## config.mk

```make
export PLATFORM = sky130hd
export DESIGN_NAME = fixed_point_sub_sat_flat
export DESIGN_NICKNAME = d
export VERILOG_FILES = /design/src/rtl/fixed_point_sub_sat_if.sv /design/src/rtl/fixed_point_sub_sat.sv /design/src/flat_wrapper.sv
export SDC_FILE = /design/constraint.sdc
export NUM_CORES = 1
export LEC_CHECK = 0
export BUFFER_PORTS_ARGS = -buffer_cell sky130_fd_sc_hd__buf_2
export CAP_MARGIN = 10
export CORE_UTILIZATION = 55
export DETAILED_ROUTE_END_ITERATION = 16
export MAX_ROUTING_LAYER = met4
export PLACE_DENSITY = 0.9
export SKIP_CTS_REPAIR_TIMING = 1
export SLEW_MARGIN = 20
export SYNTH_ARGS = -nofsm -noshare
export SYNTH_HDL_FRONTEND = slang
export SYNTH_SLANG_ARGS = --single-unit
export TNS_END_PERCENT = 20
```

## constraint.sdc

```tcl
create_clock -name clk -period 3 [get_ports clk]
set_input_delay 0.3 -clock clk [delete_from_list [all_inputs] [get_ports clk]]
set_output_delay 0.3 -clock clk [all_outputs]
set_load 0.03 [all_outputs]
```

## src/rtl/fixed_point_sub_sat_if.sv

```systemverilog
// Stream bundle for the fixed-point subtractor.
// Input pair and output result, each with valid/ready.
interface fixed_point_sub_sat_if #(
  parameter int AW = 17,
  parameter int BW = 17,
  parameter int OW = 18
);
  logic          in_valid;
  logic          in_ready;
  logic [AW-1:0] a;
  logic [BW-1:0] b;
  logic          out_valid;
  logic          out_ready;
  logic [OW-1:0] diff;
  logic          overflow;

  modport master (
    output in_valid,
    output a,
    output b,
    output out_ready,
    input  in_ready,
    input  out_valid,
    input  diff,
    input  overflow
  );

  modport slave (
    input  in_valid,
    input  a,
    input  b,
    input  out_ready,
    output in_ready,
    output out_valid,
    output diff,
    output overflow
  );
endinterface

```

## src/rtl/fixed_point_sub_sat.sv

```systemverilog
// Pipelined signed fixed-point subtractor, diff = a - b.
// Align, subtract, then rescale with round/saturate.
module fixed_point_sub_sat #(
  parameter int A_INT    = 3,
  parameter int A_FRAC   = 14,
  parameter int B_INT    = 3,
  parameter int B_FRAC   = 14,
  parameter int OUT_INT  = 4,
  parameter int OUT_FRAC = 14,
  parameter int ROUND    = 0,
  parameter int SATURATE = 1
) (
  input logic              clk,
  input logic              rst,
  fixed_point_sub_sat_if.slave io
);

  localparam int GI  = (A_INT > B_INT) ? A_INT : B_INT;
  localparam int GF  = (A_FRAC > B_FRAC) ? A_FRAC : B_FRAC;
  localparam int AL  = GI + GF;
  localparam int W   = AL + 1;
  localparam int OW  = OUT_INT + OUT_FRAC;
  localparam int S   = GF - OUT_FRAC;
  localparam int SR  = (S > 0) ? S : 0;
  localparam int SL  = (S < 0) ? -S : 0;
  localparam int RW0 = W + 1 + SL;
  localparam int RW  = (RW0 > OW + 1) ? RW0 : OW + 1;

  // Half-LSB bias only exists when fraction bits are dropped.
  localparam logic signed [RW-1:0] RND =
    (ROUND != 0 && SR > 0) ?
      (RW'(1) <<< ((SR > 0) ? SR - 1 : 0)) : '0;
  localparam logic signed [RW-1:0] ONE_OW = RW'(1) <<< (OW - 1);
  localparam logic signed [RW-1:0] MAXV   = ONE_OW - RW'(1);
  localparam logic signed [RW-1:0] MINV   = -ONE_OW;

  logic v1;
  logic v2;
  logic v3;
  logic rdy1;
  logic rdy2;
  logic rdy3;

  logic signed [AL-1:0] a_al;
  logic signed [AL-1:0] b_al;
  logic signed [AL-1:0] a1;
  logic signed [AL-1:0] b1;
  logic signed [W-1:0]  d_c;
  logic signed [W-1:0]  d2;
  logic signed [RW-1:0] r_c;
  logic [OW-1:0]        diff_c;
  logic                 ovf_c;
  logic [OW-1:0]        diff_q;
  logic                 ovf_q;

  assign rdy3 = !v3 || io.out_ready;
  assign rdy2 = !v2 || rdy3;
  assign rdy1 = !v1 || rdy2;

  assign io.in_ready  = rdy1 && !rst;
  assign io.out_valid = v3;
  assign io.diff      = diff_q;
  assign io.overflow  = ovf_q;

  // Sign-extend the integer part, zero-pad the fraction.
  assign a_al = AL'($signed(io.a)) <<< (GF - A_FRAC);
  assign b_al = AL'($signed(io.b)) <<< (GF - B_FRAC);

  // One extra bit makes the difference exact.
  assign d_c = W'(a1) - W'(b1);

  // Rescale to the output grid in a width that never overflows.
  always_comb begin
    r_c = ((RW'(d2) + RND) >>> SR) <<< SL;
  end

  // Range check, then clamp or wrap.
  always_comb begin
    ovf_c  = (r_c > MAXV) || (r_c < MINV);
    diff_c = r_c[OW-1:0];
    if (SATURATE != 0) begin
      if (r_c > MAXV) begin
        diff_c = MAXV[OW-1:0];
      end else if (r_c < MINV) begin
        diff_c = MINV[OW-1:0];
      end
    end
  end

  // S1: capture the aligned operands.
  always_ff @(posedge clk) begin
    if (rst) begin
      v1 <= 1'b0;
      a1 <= '0;
      b1 <= '0;
    end else if (rdy1) begin
      v1 <= io.in_valid;
      a1 <= a_al;
      b1 <= b_al;
    end
  end

  // S2: capture the full-precision difference.
  always_ff @(posedge clk) begin
    if (rst) begin
      v2 <= 1'b0;
      d2 <= '0;
    end else if (rdy2) begin
      v2 <= v1;
      d2 <= d_c;
    end
  end

  // S3: capture the rescaled result and its overflow flag.
  always_ff @(posedge clk) begin
    if (rst) begin
      v3     <= 1'b0;
      diff_q <= '0;
      ovf_q  <= 1'b0;
    end else if (rdy3) begin
      v3     <= v2;
      diff_q <= diff_c;
      ovf_q  <= ovf_c;
    end
  end

endmodule

```

## src/flat_wrapper.sv

```systemverilog
// flat-port wrapper written by rule: the top's interface ports become plain ports
module fixed_point_sub_sat_flat 
#(
  parameter int A_INT    = 3,
  parameter int A_FRAC   = 14,
  parameter int B_INT    = 3,
  parameter int B_FRAC   = 14,
  parameter int OUT_INT  = 4,
  parameter int OUT_FRAC = 14,
  parameter int ROUND    = 0,
  parameter int SATURATE = 1
)
  (clk, rst, io_in_valid, io_a, io_b, io_out_ready, io_in_ready, io_out_valid, io_diff, io_overflow);
  fixed_point_sub_sat_if io_i ();
  input logic clk;
  input logic rst;
  input wire logic [$bits(io_i.in_valid)-1:0] io_in_valid;
  input wire logic [$bits(io_i.a)-1:0] io_a;
  input wire logic [$bits(io_i.b)-1:0] io_b;
  input wire logic [$bits(io_i.out_ready)-1:0] io_out_ready;
  output wire logic [$bits(io_i.in_ready)-1:0] io_in_ready;
  output wire logic [$bits(io_i.out_valid)-1:0] io_out_valid;
  output wire logic [$bits(io_i.diff)-1:0] io_diff;
  output wire logic [$bits(io_i.overflow)-1:0] io_overflow;
  assign io_i.in_valid = io_in_valid;
  assign io_i.a = io_a;
  assign io_i.b = io_b;
  assign io_i.out_ready = io_out_ready;
  assign io_in_ready = io_i.in_ready;
  assign io_out_valid = io_i.out_valid;
  assign io_diff = io_i.diff;
  assign io_overflow = io_i.overflow;
  fixed_point_sub_sat #(.A_INT(A_INT), .A_FRAC(A_FRAC), .B_INT(B_INT), .B_FRAC(B_FRAC), .OUT_INT(OUT_INT), .OUT_FRAC(OUT_FRAC), .ROUND(ROUND), .SATURATE(SATURATE)) u_core (.clk(clk), .rst(rst), .io(io_i));
endmodule
```

==> flow_summary.toml, run 1 <==
[routing]
dr_total_vias = 3018
wl_per_cell_um = 13.0
ant_nets = 0
drtIter0Drc = 202
drc_errors = 0
routed_wl_um = 7220
first_pass_iters = 5
vias_per_cell = 5.42

[synthesis]
yosysUniqueCellTypes = 49
ys_top_cells_by_area = "dfxtp_1 44%, nand2_1 15%, a21oi_1 9.6%"
yosys-top-cells-count = "131 x nand2_1, 74 x dfxtp_1, 65 x a21oi_1, 22 x inv_1"
yosysSeqAreaShare_pct = 43.8
synth.top_cell.area_share_pct = 43.8
async_flop_share_pct = 0
postSynthAreaPerCell_um2 = 7.94
syn_inst = 426
syn_nets = 482
syn_area_um2 = 3380
synth_edf_count = 0
yosysMostFrequentCell = "nand2_1"
yosysTopAreaCell = "dfxtp_1"
ys_seq_elements = 74
synth_ff_type = "dfxtp_1"
synth-warning-count = 0

[global_routing]
grt_pass1_vias = 2712
overflow = 0
grt_max_degree = 49
antenna_found_initial = 0
grt_pass1_wl_um = 12200
track_usage_pct = 25.2

[power]
ir_drop_mv = 0.338
power_leakage_nw = 1.79
combPwrFrac_pct = 19.3
p_sw_share_pct = 30.2
p_seq_share_pct = 50.3
power_density_nw_per_um2 = 569
total_power_mw = 2.21
switchingPower_mw = 0.667
p_int_mw = 1.54
pwr-share-clk_pct = 30.4

[floorplan]
die_x_um = 80.4
core_area_um2 = 5920
die_h_um = 80.4
start_util_pct = 57.1
die_area_um2 = 6460
rows = 28
pin_count = 59

[min_path]
holdPathStages = 3
hold_path_end = "u_core.b1[2]$_SDFFE_PP0N_"
min_from = "io_b[2]"
hp-class = "in -> reg"

[timing]
setup_violations = 0
finalSetupTns_ns = 0
slew_headroom_pct = 44.4
period_share_pct = 78.8
fin_skew_ns = 0.00545
drv_slew = 0
clock.fmax_mhz = 423
final-hold-violation-count = 0
post-route-min-period_ns = 2.36
rsz0062_at_grt = "false"
worst_pin_slew_ns = 0.834

[layout]
design_area_um2 = 3880
area_growth_pct = 14.7
final_core_utilization_pct = 65.5
antenna_cells = 0
nFillCells = 497
nNetsFinal = 533
drive_gt1_share_pct = 18.5

[worst_setup_path]
ff2ff_setup_slack_ns = 0.64
r2r_cells = 11
cp_common_cell = "inv_1"
crit_path_cell_trace = "inv_1 > ha_1 > inv_1 > fa_1 > a21o_1 > a21oi_2 > o211a_1 > o21ai_1 > a31oi_1 > xnor2_1 > a22o_1"
cp-start-kind = "flip-flop"
critical_path_class = "reg -> reg"
cp_data_arrival_time_ns = 2.61
slowest_stage = "fa_1"
cp-end-kind = "flip-flop"
cp_top_family = "compound AO/OA/AOI/OAI gates"
timing.rr.end = "u_core.d2[10]$_SDFFE_PP0P_"
critPathMaxFanout = 3
critPathBufInv = 2
reg2reg_from = "u_core.a1[0]$_SDFFE_PP0N_"
cpPeakStageDelay_ns = 0.41
required_ns = 3.25

[clock_tree]
cts_buffer_depth = 2
root_buffer = "clkbuf_8"
numCtsBuffers = 9
clkTransAtPathRegs_ns = 0.08
tritoncts = "yes"
worstSkewPairLatency_ns = 0.36
htreeDepth = 3
clock-sinks = 74

[placement]
numPortBuffers = 58
place_area_um2 = 3700
globalplace.congestion = 1.01
hpwlAfterDp_um = 5040

[outcome]
outcome = "finished, final reports clean"

[flow_run]
maxCapViolCount = 0
==> stage by stage <==
step,worst slack (ns),hold slack [ns],instances
6_report,0.636,0.180,557
5_1_grt,0.477,0.177,557
4_1_cts,0.640,0.171,557
3_5_place_dp,0.678,0.443,541
3_3_place_gp,0.796,0.439,541
2_1_floorplan,0.870,0.421,426
==> layer usage <==
metal,vias up,global-route usage [%],part of all wire (%)
li1,1523,-,-
met1,1373,33.2,46
met2,109,37.3,46
met3,13,4.32,6.5
met4,0,12.0,1.6
met5,-,-,0
==> cell type report <==
cell class / instances / area (um^2) / share of cell area, %
clock buffers: 9 / 124 / 3.19
clock inverters: 7 / 46.3 / 1.19
inverters: 22 / 82.6 / 2.13
multi-input cells: 308 / 1730 / 44.6
flip-flops and latches: 74 / 1480 / 38.2
well taps: 75 / 93.8 / 2.42
repair buffers: 62 / 320 / 8.26
==> power by group through the flow <==
stage               registers [mW]  logic, mW  clock network (mW)
finish                        1.11      0.427               0.671
detailed placement            1.13      0.416                   0
floorplan                     1.16      0.274                   0
global placement              1.13      0.401                   0
CTS                           1.11      0.422               0.677
global route                  1.12      0.471               0.724
==> cell families (layout without fill, tap and decap cells) <==
group	Yosys count	after routing	share of synthesized area, %
and+or+nand+nor	168	168	20.4
AOI/OAI and AO/OA	109	109	20.4
DFF	74	74	43.8
buffers and inverters	44	100	5.11
adders and majority gates	18	18	6.88
xor gates and xnor gates	12	12	3.11
muxes	1	1	0.296
==> how the worst max path moves through the flow <==
stage                                startpoint                    endpoint  slack, ns  cells after the start
2_1_floorplan         u_core.a1[0]$_SDFFE_PP0N_  u_core.d2[10]$_SDFFE_PP0P_       0.87                     11
4_1_cts        u_core.io.out_valid$_SDFFE_PP0P_                 io_in_ready       0.64                      5
3_5_place_dp          u_core.a1[0]$_SDFFE_PP0N_  u_core.d2[10]$_SDFFE_PP0P_       0.68                     11
3_3_place_gp          u_core.a1[0]$_SDFFE_PP0N_  u_core.d2[10]$_SDFFE_PP0P_       0.80                     11
5_1_grt        u_core.io.out_valid$_SDFFE_PP0P_                 io_in_ready       0.48                      5
6_report              u_core.a1[0]$_SDFFE_PP0N_  u_core.d2[10]$_SDFFE_PP0P_       0.64                     11
==> registers in the layout (all words and copies together), names as in the netlist <==
| name | cells |
|---|---|
| u_core.io.overflow | 1 |
| u_core.io.diff | 18 |
| u_core.a1 | 17 |
| u_core.io.out_valid | 1 |
| u_core.v2 | 1 |
| u_core.d2 | 18 |
| u_core.v1 | 1 |
| u_core.b1 | 17 |
==> placed cells by master (no fill, tap or decap), drive strengths merged, types with 2 or more instances in the layout <==
master	netlist	layout
nand2	131	131
ha	17	17
clkinv	0	4
nand2b	2	2
a21oi	66	66
nor2	14	14
a211oi	5	5
clkinvlp	0	3
o21a	4	4
nor4b	2	2
xor2	4	4
xnor2	8	8
a21o	8	8
inv	22	22
and3	4	4
buf	5	62
a31oi	4	4
nor2b	4	4
o211ai	2	2
dfxtp	74	74
o21ai	8	8
nand3	4	4
nor3	2	2
a22o	2	2
clkbuf	17	9
==> tightest hold or removal path: stages <==
cell	delay, ns
buf_2	0.09
nand2_1	0.05
a21oi_1	0.05
Note: power is estimated with default switching activity, not from simulation.
==> run 2: changes to the inputs <==
- ABC_AREA: default -> 1
- CORE_UTILIZATION: 55 -> 56
- clock period: 3 -> 2.4 ns (I/O delays scaled with it)
==> run 2 against run 1 <==
First-iteration DRC count decreased by 26%. Largest cell class unchanged. Register-to-register slack got worse by 0.19 ns. Via count increased by 14%. Critical path depth decreased by 3. Final cell count increased by 19%. Combinational power increased by 34%. Wire length increased by 10%.
==> flow_summary.toml, run 2 <==
[worst_setup_path]
cpPeakStageDelay_ns = 0.35
crit_path_cell_trace = "inv_1 > nor2_4 > inv_2 > nor2_4 > nand2_2 > nand2_1 > inv_1 > buf_2"
cp-end-kind = "output port"
slowest_stage = "nor2_4"
cp_data_arrival_time_ns = 1.91
critPathMaxFanout = 33
critical_path_class = "reg -> out"
cp-start-kind = "flip-flop"
required_ns = 2.16

[timing]
drv_slew = 0
worst_pin_slew_ns = 0.481
rsz0062_at_grt = "false"
period_share_pct = 89.7
clock.fmax_mhz = 464
slew_headroom_pct = 67.9
setup_violations = 0
fin_skew_ns = 0.00854
final-hold-violation-count = 0
finalSetupTns_ns = 0
post-route-min-period_ns = 2.15

[placement]
hpwlAfterDp_um = 5800
globalplace.congestion = 0.873
numPortBuffers = 58

[power]
power_leakage_nw = 2.16
p_sw_share_pct = 32.3
switchingPower_mw = 0.919
total_power_mw = 2.84
pwr-share-clk_pct = 31.5
ir_drop_mv = 0.499
p_seq_share_pct = 48.4
power_density_nw_per_um2 = 683
p_int_mw = 1.92
combPwrFrac_pct = 20.1

[global_routing]
track_usage_pct = 26.1
overflow = 0
grt_max_degree = 48
grt_pass1_wl_um = 13200
busiest_layer = "met2"
grt_pass1_vias = 3138
grtUsageMet1_pct = 31.7
met2_usage_pct = 42.8
grtUsageMet3_pct = 4.48
antenna_found_initial = 0

[synthesis]
syn_inst = 529
yosysSeqAreaShare_pct = 40.5
synth_edf_count = 0
async_flop_share_pct = 0
postSynthAreaPerCell_um2 = 6.91
syn_area_um2 = 3650
synth.top_cell.area_share_pct = 40.5
yosys-top-cells-count = "110 x nand2_1, 77 x a21oi_1, 74 x dfxtp_1, 72 x inv_1, 58 x nand3_1"
yosysMostFrequentCell = "nand2_1"
syn_nets = 585
yosysUniqueCellTypes = 27
ys_top_cells_by_area = "dfxtp_1 41%, nand2_1 11%, a21oi_1 11%"
yosysTopAreaCell = "dfxtp_1"
ys_seq_elements = 74
synth-warning-count = 0
synth_ff_type = "dfxtp_1"

[clock_tree]
tritoncts = "yes"
root_buffer = "clkbuf_8"
numCtsBuffers = 9
clock-sinks = 74
clkTransAtPathRegs_ns = 0.09
cts_buffer_depth = 2
htreeDepth = 3
worstSkewPairLatency_ns = 0.36

[layout]
layout_common_cells = "110 x nand2_1, 77 x a21oi_1, 74 x dfxtp_1"
drive_gt1_share_pct = 14.9
area_growth_pct = 14.0
nFillCells = 558
multi_input_area_um2 = 1800
final_core_utilization_pct = 66.0
final_common_cell = "nand2_1"
antenna_cells = 0
nNetsFinal = 636
ff_latch_area_um2 = 1480

[routing]
dr_total_vias = 3438
first_pass_iters = 5
drtIter0Drc = 149
wl_per_cell_um = 12.0
ant_nets = 0
drc_errors = 0
routed_wl_um = 7940
vias_per_cell = 5.19

[outcome]
outcome = "finished, final reports clean"

[floorplan]
core_area_um2 = 6310
rows = 29
start_util_pct = 57.9
die_h_um = 82.8
die_x_um = 82.8
pin_count = 59
die_area_um2 = 6850

[flow_run]
maxCapViolCount = 0

[min_path]
hp-class = "in -> reg"
run 2: cell types whose count changed after synthesis, moves of 9 or more:
cell,previous run,this run
buf_2,0,9
inv_1,22,72
nand2_1,131,110
a21oi_1,65,77
o21ai_0,4,33
nand3_1,4,58
nor2_1,14,40
run 2: final timing paths:
path | start | endpoint | slack, ns | cells past startpoint
worst max-delay path | u_core.io.out_valid$_SDFFE_PP0P_ | io_in_ready | 0.25 | 8
worst min-delay path | io_in_valid | u_core.v1$_SDFFE_PP0N_ | 0.11 | 3
worst max register to register | u_core.a1[0]$_SDFFE_PP0N_ | u_core.d2[16]$_SDFFE_PP0P_ | 0.45 | 14
worst min register to register | u_core.d2[12]$_SDFFE_PP0P_ | u_core.io.diff[12]$_SDFFE_PP0P_ | 0.45 | 2
run 2: metrics by stage:
stage	hold slack, ns	worst slack, ns	cells	instance area [um^2]
after floorplan	0.374	0.722	529	3650
after global placement	0.429	0.517	645	3970
after detailed placement	0.449	0.455	645	3970
after CTS	0.109	0.129	661	4160
after global routing	0.125	0.0454	662	4170
final	0.114	0.246	662	4170
run 2: logic make-up (layout without fill, tap and decap cells):
family | after synthesis | count (layout) | synth area share (%)
AOI/OAI and AO/OA | 116 | 116 | 16.2
buffers and inverters | 98 | 153 | 10.5
and+or+nand+nor | 218 | 219 | 25.2
xor gates and xnor gates | 5 | 5 | 1.20
DFF | 74 | 74 | 40.5
adders and majority gates | 18 | 18 | 6.37
run 2: area by class of cell:
cell class	instances	share of cell area (%)
Clock inverter	7	1.47
Sequential cell	74	35.6
Timing Repair Buffer	63	7.87
Multi-Input combinational cell	358	43.1
Inverter	74	6.67
Tap cell	77	2.31
Clock buffer	9	2.97
run 2: metal layers:
metal / share of wire (%) / wire length, um / vias to the layer above
met4: 1.8 / 146 / 0
met5: 0 / 0 / -
met2: 46 / 3660 / 101
met1: 47 / 3740 / 1510
met3: 4.9 / 393 / 14
li1: - / - / 1813
run 2: critical path, delay by kind of cell, from the launching register on:
| family | cells | cell delay (ns) |
|---|---|---|
| buffers and inverters | 4 | 0.47 |
| flip-flops | 1 | 0.34 |
| AND/OR/NAND/NOR | 4 | 0.72 |
run 2: power groups by stage:
stage | clock [mW] | sequential, mW | combinational, mW
2_1_floorplan | 0 | 1.45 | 0.368
5_1_grt | 0.970 | 1.39 | 0.655
4_1_cts | 0.911 | 1.38 | 0.572
3_3_place_gp | 0 | 1.40 | 0.556
6_report | 0.895 | 1.38 | 0.573
3_5_place_dp | 0 | 1.40 | 0.567
